**config.mk**
```make
export PLATFORM = sky130hd
export DESIGN_NAME = serial_frame_tx
export DESIGN_NICKNAME = d
export VERILOG_FILES = /design/src/rtl/serial_frame_tx.sv
export SDC_FILE = /design/constraint.sdc
export NUM_CORES = 1
export LEC_CHECK = 0
export ABC_CLOCK_PERIOD_IN_PS = 3100
export BUFFER_PORTS_ARGS = -buffer_cell sky130_fd_sc_hd__buf_2
export CORE_MARGIN = 1
export CORE_UTILIZATION = 37
export DETAILED_ROUTE_END_ITERATION = 12
export PLACE_DENSITY_LB_ADDON = 0.3
export SYNTH_ARGS = -nofsm -noshare
export SYNTH_HDL_FRONTEND = slang
export SYNTH_SLANG_ARGS = --single-unit
export TNS_END_PERCENT = 10
```
**constraint.sdc**
```tcl
create_clock -name clock -period 3.1 [get_ports clock]
set_input_delay 0.93 -clock clock [delete_from_list [all_inputs] [get_ports clock]]
set_output_delay 0.93 -clock clock [all_outputs]
set_load 0.1 [all_outputs]
```
**src/rtl/serial_frame_tx.sv**
```systemverilog
// Parallel-to-serial frame transmitter with a one-word holding buffer.
// Produces gapless back-to-back frames and marks bit/frame positions.
module serial_frame_tx #(
    parameter int unsigned WIDTH     = 8,
    parameter bit          MSB_FIRST = 1'b1,
    parameter bit          IDLE_BIT  = 1'b0
) (
    input  logic             clock,
    input  logic             reset,
    input  logic [WIDTH-1:0] data_in,
    input  logic             load_valid,
    output logic             load_ready,
    output logic             serial_out,
    output logic             bit_valid,
    output logic             frame_done
);

    localparam int unsigned CNT_W = $clog2(WIDTH);
    localparam logic [CNT_W-1:0] LAST_CNT = CNT_W'(WIDTH - 1);

    typedef enum logic {
        IDLE  = 1'b0,
        SHIFT = 1'b1
    } state_t;

    state_t           state_q, state_d;
    logic [WIDTH-1:0] sreg_q, sreg_d;
    logic [WIDTH-1:0] hold_q, hold_d;
    logic [CNT_W-1:0] cnt_q, cnt_d;
    logic             hold_full_q, hold_full_d;
    logic             accept;
    logic             last_bit;
    logic [WIDTH-1:0] sreg_shifted;

    // Ready depends only on flops and reset, so a producer may wait on it.
    assign load_ready   = !hold_full_q && !reset;
    assign accept       = load_valid && load_ready;
    assign last_bit     = (cnt_q == LAST_CNT);
    assign sreg_shifted = MSB_FIRST ? {sreg_q[WIDTH-2:0], 1'b0}
                                    : {1'b0, sreg_q[WIDTH-1:1]};

    // State and datapath registers
    always_ff @(posedge clock) begin
        if (reset) begin
            state_q     <= IDLE;
            sreg_q      <= '0;
            hold_q      <= '0;
            cnt_q       <= '0;
            hold_full_q <= 1'b0;
        end else begin
            state_q     <= state_d;
            sreg_q      <= sreg_d;
            hold_q      <= hold_d;
            cnt_q       <= cnt_d;
            hold_full_q <= hold_full_d;
        end
    end

    // Next-state and datapath update
    always_comb begin
        state_d     = state_q;
        sreg_d      = sreg_q;
        hold_d      = hold_q;
        cnt_d       = cnt_q;
        hold_full_d = hold_full_q;

        unique case (state_q)
            IDLE: begin
                if (accept) begin
                    sreg_d  = data_in;
                    cnt_d   = '0;
                    state_d = SHIFT;
                end
            end
            SHIFT: begin
                if (!last_bit) begin
                    sreg_d = sreg_shifted;
                    cnt_d  = cnt_q + CNT_W'(1);
                    if (accept) begin
                        hold_d      = data_in;
                        hold_full_d = 1'b1;
                    end
                end else if (hold_full_q) begin
                    // Held word goes first; ready is low so no accept can race it.
                    sreg_d      = hold_q;
                    hold_full_d = 1'b0;
                    cnt_d       = '0;
                end else if (accept) begin
                    sreg_d = data_in;
                    cnt_d  = '0;
                end else begin
                    state_d = IDLE;
                end
            end
            default: state_d = IDLE;
        endcase
    end

    // Output decode from flops
    always_comb begin
        serial_out = IDLE_BIT;
        bit_valid  = 1'b0;
        frame_done = 1'b0;
        if (state_q == SHIFT) begin
            serial_out = MSB_FIRST ? sreg_q[WIDTH-1] : sreg_q[0];
            bit_valid  = 1'b1;
            frame_done = last_bit;
        end
    end

endmodule

```
==> results of run 1 <==
## cells in the final DEF (no fill, tap or decap)
cell | Yosys | layout
dfxtp_1 | 21 | 21
buf_2 | 2 | 14
a21oi_1 | 12 | 12
nor2b_1 | 9 | 9
nand3_1 | 9 | 9
o21ai_0 | 9 | 9
mux2i_1 | 8 | 8
o22ai_1 | 8 | 8
a31oi_1 | 7 | 7
nand2b_1 | 3 | 3
o211ai_1 | 3 | 3
clkbuf_4 | 0 | 3
and2_1 | 2 | 2
nand2_1 | 2 | 2
ha_1 | 2 | 2
nor2_2 | 0 | 1
nor3b_2 | 1 | 1
or3b_1 | 1 | 1
inv_1 | 1 | 1
and2b_1 | 1 | 1
o21bai_1 | 1 | 1
nor3_1 | 1 | 1
clkbuf_1 | 3 | 1
buf_4 | 0 | 1
## kinds of logic after synthesis
group,after synthesis
adders and majority gates,2
AOI/OAI and AO/OA,40
muxes,8
DFF,21
and+or+nand+nor,30
buffers and inverters,8
## worst register-to-register path, cell delays in order, from the launching register on
cell      delay (ps)
dfxtp_1          350
ha_1             200
ha_1             190
buf_4            190
and2b_1          230
o21bai_1         590
o22ai_1          180
## area by class of cell
class | count | area [um2]
multi-input combinational | 80 | 514
clock buffer | 4 | 26.3
tap | 30 | 37.5
sequential | 21 | 420
fill | 266 | 1420
inverter | 1 | 3.75
timing repair buffer | 15 | 77.6
## routing by layer
metal | wire length (um) | GRT usage (%) | share of wire, % | vias to the layer above
met2 | 1120 | 30.2 | 51 | 15
met4 | 42 | 9.21 | 1.9 | 0
met5 | 0 | 0 | 0 | -
met1 | 946 | 20.4 | 43 | 403
met3 | 91 | 3.74 | 4.1 | 5
li1 | - | - | - | 432
## sequential cells by signal, indices dropped and copies added (netlist names)
name and cells:
cnt_q 3, hold_full_q 1, hold_q 8, sreg_q 8, state_q 1
## path summary, 6_finish.rpt
| check | slack (ps) | end | cells past startpoint |
|---|---|---|---|
| worst max-delay path | 490 | load_ready | 3 |
| worst min-delay path | 490 | hold_q[2] | 2 |
| worst max register to register | 1030 | sreg_q[6] | 6 |
| worst min register to register | 490 | hold_q[2] | 2 |
## metrics by stage
step / hold slack [ps] / setup WS [ps]
after CTS: 487 / 493
after floorplan: 451 / 130
after global routing: 531 / 450
final: 486 / 494
after detailed placement: 470 / 492
after global placement: 465 / 493
## where the power goes
group,total (mW),switching [mW],internal [mW]
logic,0.0771,0.0509,0.0262
clock network,0.132,0.0821,0.0502
registers,0.290,0.00909,0.281
==> metrics, run 1 <==
CTS Sinks=21; Core ar.=~2500 um2; hold_sp=hold_q[2]; Arrival @ worst endpoint=1680 ps; via count=roughly 860; die width=53.5 um; Hold Buf Count CTS=0; Yosys cell types=23; DRT Pass-1 Iters=4; Global Route Usage Sum=between 10% and 20%; average size of a mapped cell=8.99 um2; mux share of post-synthesis cell area=under 10%; Synth top area share=between 40% and 50%; first-pass GRT wire length=between 3000 and 4000 um; Cells after DPL=roughly 150; Final setup viols=0; Worst Setup Path Type=primary input to output pin; max-cap violation count=0; xor/xnor share of the synthesized area=0%; die height=53.5 um; TNS Setup=0 ps; maximum VDD drop=0.208 mV; Post-Syn Nets=roughly 120; final WL=approximately 2200 um; Worst-Margin Slew=between 800 and 900 ps; Root Driver=clkbuf_4; initial antenna violation count=0; endpoint class of the critical path=output pin; Synth area leader=dfxtp_1; Tmin final=2610 ps; DRC viols=0; combinational family with the most area after synthesis=compound AO/OA/AOI/OAI gates; Yosys warnings=0; Synth Area in Simple Gates=between 10% and 20%; crit share post-route=84.1%; deepest clock path buffer count=2; Synth Instances=109; Layout Nets=between 100 and 150; min-delay worst type=flop to flop; Total Power=0.499 mW; Max stage delay on crit path=~430 ps; sequential cell area fraction in the yosys report=42.9%; ys async rst share=0%; Die ar.=2860 um2; Synth Cell Area=980 um2; CTS tree=yes; Core Rows=18; RSZ-0062 raised after global routing=false; EDFF count, synth=0; Peak Freq=roughly 0.38 GHz; number of synthesized register bits=21; DP Area=between 1000 and 1500 um2; DP HPWL=~1400 um; most area-consuming cells after synthesis=dfxtp_1, mux2i_1, a21oi_1; via density per instance=approximately 5.7; post-layout util=about 43%; final instance area=around 1100 um2; share of layout cells above drive strength 1=16.5%; crit start category=primary input; Most Frequent Cell on Critical Path=buf_2; leakage power=0.439 nW; total gr overflow=0; Area Overhead vs Synth=10.2%; CTS clk-pin slew, worst paths=between 100 and 150 ps; Inserted Clock Buffers=3; post-cts gate resize count=0; Boundary Pins=15; power per cell area=roughly 460 nW/um2; Buffers on Ports=14; GPL Wtd Cong=between 0.7 and 0.8; CP max FO=19; adder-cell share of the synthesized area=~2.6%; Compound-Gate Fraction of Synth Area=around a quarter; reg2reg start=cnt_q[0]; Synth Flop Type=dfxtp_1; insertion delay to the later sink of the worst-skew pair=around 300 ps; critical path's slowest cell=buf_2; WL per Instance=roughly 15 um; initial DRC count=11; max-slew violation count=0; Initial Util=39.2%; worst path bufs/invs=2; largest net degree at the start of global routing=21; Antenna Cells=0; Slew HR=between 40% and 50%; critical path launch point=reset; Hold Violations, Final=0; status=finished, final reports clean; delay-heaviest family, CP=buffers and inverters; Setup Skew=roughly 1.6 ps; Crit path required time=2170 ps; vias in the first global route=around 790; Setup Fix Bufs, Post-CTS=0; antenna-violating nets left=0; top cells by count, synth=dfxtp_1, a21oi_1, nand3_1, nor2b_1, o21ai_0; H-tree Lvls=1; most frequent cell after synthesis=dfxtp_1; CP Cell Sequence=buf_2 > nor2_2 > buf_2; non-filler instance count after layout=151
Power figures use the tool's default switching activity.
==> run 2: changes to the inputs <==
--- a/config.mk
+++ b/config.mk
@@ -5,7 +5,8 @@
 export SDC_FILE = /design/constraint.sdc
 export NUM_CORES = 1
 export LEC_CHECK = 0
-export ABC_CLOCK_PERIOD_IN_PS = 3100
+export ABC_AREA = 1
+export ABC_CLOCK_PERIOD_IN_PS = 2500
 export BUFFER_PORTS_ARGS = -buffer_cell sky130_fd_sc_hd__buf_2
 export CORE_MARGIN = 1
 export CORE_UTILIZATION = 37
==> constraint.sdc (replaced) <==
create_clock -name clock -period 2.5 [get_ports clock]
set_input_delay 0.75 -clock clock [delete_from_list [all_inputs] [get_ports clock]]
set_output_delay 0.75 -clock clock [all_outputs]
set_load 0.1 [all_outputs]
==> metrics, run 2 <==
status=finished, final reports clean; EDFF count, synth=0; most frequent cell after synthesis=inv_1; largest net degree at the start of global routing=19; total gr overflow=0; Worst-Margin Slew=between 400 and 500 ps; Final setup viols=0; ys async rst share=0%; cells on worst reg2reg path=6; Top Registers=hold_q (8), sreg_q (8), cnt_q (3); Core ar.=about 2800 um2; initial antenna violation count=0; Synth Instances=159; RSZ-0062 raised after global routing=false; Synth area leader=dfxtp_1; Yosys warnings=0; Peak Freq=0.421 GHz; final WL=~2300 um; H-tree Lvls=1; CTS tree=yes; Synth Cell Area=approximately 1100 um2; Arrival @ worst endpoint=1620 ps; via density per instance=a little under 5; vias in the first global route=970; Synth Flop Type=dfxtp_1; Yosys cell types=19; most area-consuming cells after synthesis=dfxtp_1, nand3_1, inv_1; Layout Nets=between 150 and 200; reg2reg start=cnt_q[0]; Setup Fix Bufs, Post-CTS=0; CTS Sinks=21; WL per Instance=~11 um; die width=about 56 um; most frequent cells in the layout=inv_1, nand2_1, nor2_1; Crit Reg-Reg Endpoint=cnt_q[1]; Boundary Pins=15; Hold Violations, Final=0; Die ar.=about 3100 um2; crit start category=flop; post-layout util=between 40% and 50%; Inserted Clock Buffers=3; DRC viols=0; hold_sp=hold_q[4]; TNS Setup=0 ps; DP HPWL=between 1500 and 2000 um; Core Rows=19; Initial Util=39.2%; first-pass GRT wire length=4260 um; Hold Path Sink=hold_q[4]; min-delay worst type=flop to flop; die height=about 56 um; endpoint class of the critical path=output pin; Post-Syn Nets=172; Hold Path Cell Cnt=2; commonest non-fill, non-tap cell in the layout=inv_1; CP max FO=4; antenna-violating nets left=0; CTS clk-pin slew, worst paths=around 130 ps; via count=992; deepest clock path buffer count=2; share of layout cells above drive strength 1=between 10% and 20%; Synth top area share=between 30% and 40%; initial DRC count=29; insertion delay to the later sink of the worst-skew pair=320 ps; crit share post-route=~95%; Crit path required time=between 1500 and 2000 ps; Global Route Usage Sum=between 10% and 20%; Slew HR=between 60% and 70%; max-slew violation count=0; average size of a mapped cell=roughly 7 um2; Root Driver=clkbuf_4; Setup Skew=approximately 7.7 ps; max-cap violation count=0; Tmin final=roughly 2400 ps; Antenna Cells=0; leakage power=0.521 nW; R2R setup slack=~870 ps; sequential cell area fraction in the yosys report=a little under 40%; maximum VDD drop=between 0.3 and 0.4 mV; Worst Setup Path Type=flop to output pin; power per cell area=between 500 and 600 nW/um2; number of synthesized register bits=21; GPL Wtd Cong=0.742; DRT Pass-1 Iters=5; top cells by count, synth=inv_1, nand2_1, nor2_1; Area Overhead vs Synth=11.1%; Buffers on Ports=14
## run 2: cell count changes in the layout (fill, tap and decap cells not counted), moves of 8 or more
| cell | change |
|---|---|
| inv_1 | +25 |
| nor2_1 | +25 |
| nand2_1 | +23 |
| nand3_1 | +11 |
| nor2b_1 | -9 |
| mux2i_1 | -8 |
| o22ai_1 | -8 |
## run 2: worst max path at each step
stage | start | end | slack [ps] | depth (start not counted)
final | cnt_q[0] | frame_done | 130 | 5
after global routing | cnt_q[0] | frame_done | 10 | 5
after CTS | cnt_q[0] | frame_done | 120 | 5
after detailed placement | cnt_q[0] | frame_done | 370 | 5
after global placement | cnt_q[0] | frame_done | 430 | 5
after floorplan | state_q | frame_done | 260 | 2
## run 2: metal layers
metal  up-vias  GRT usage, %  part of all wire [%]
met5         -             0                     0
met4         0          9.41                   2.6
met3         7          3.26                   5.3
met2        29          26.4                    43
met1       434          23.3                    49
li1        522             -                     -
## run 2: critical path, cell delays in order (launching register included)
cell and delay, ps:
dfxtp_1 380, ha_1 160, ha_1 270, nand2_1 100
inv_1 100, buf_4 290
## run 2: cell families after synthesis
family	Yosys count	share of synthesized area (%)
flops	21	38.9
fa+ha+maj	2	2.31
compound gates	26	12.4
simple gates	76	32.1
buf+inv	34	14.4
## run 2: through the flow
| step | hold slack [ps] | std cells | setup WS (ps) | instance area [um2] | power, mW |
|---|---|---|---|---|---|
| after floorplan | 432 | 159 | 259 | 1080 | 0.454 |
| after detailed placement | 461 | 200 | 375 | 1170 | 0.480 |
| after CTS | 480 | 204 | 118 | 1200 | 0.654 |
| after global placement | 444 | 200 | 430 | 1170 | 0.478 |
| after global routing | 494 | 204 | 13.8 | 1200 | 0.686 |
| final | 478 | 204 | 126 | 1200 | 0.647 |
## run 2: layout make-up
cell class | count | area (um2)
inverter | 28 | 105
clock inverter | 1 | 5.00
tap | 31 | 38.8
multi-input combinational | 104 | 505
sequential | 21 | 422
fill | 292 | 1560
timing repair buffer | 16 | 103
clock buffer | 3 | 22.5
## run 2: repair_timing
| item | in CTS | in global routing |
|---|---|---|
| gates resized for setup | 1 | 0 |
| setup endpoints to repair | 1 | 0 |
| hold buffers | 0 | 0 |
## run 2: report_power, final
group	leakage, nW	internal (mW)	switching, mW
combinational	0.332	0.0364	0.0749
clock	0.0177	0.0600	0.114
sequential	0.171	0.351	0.0103
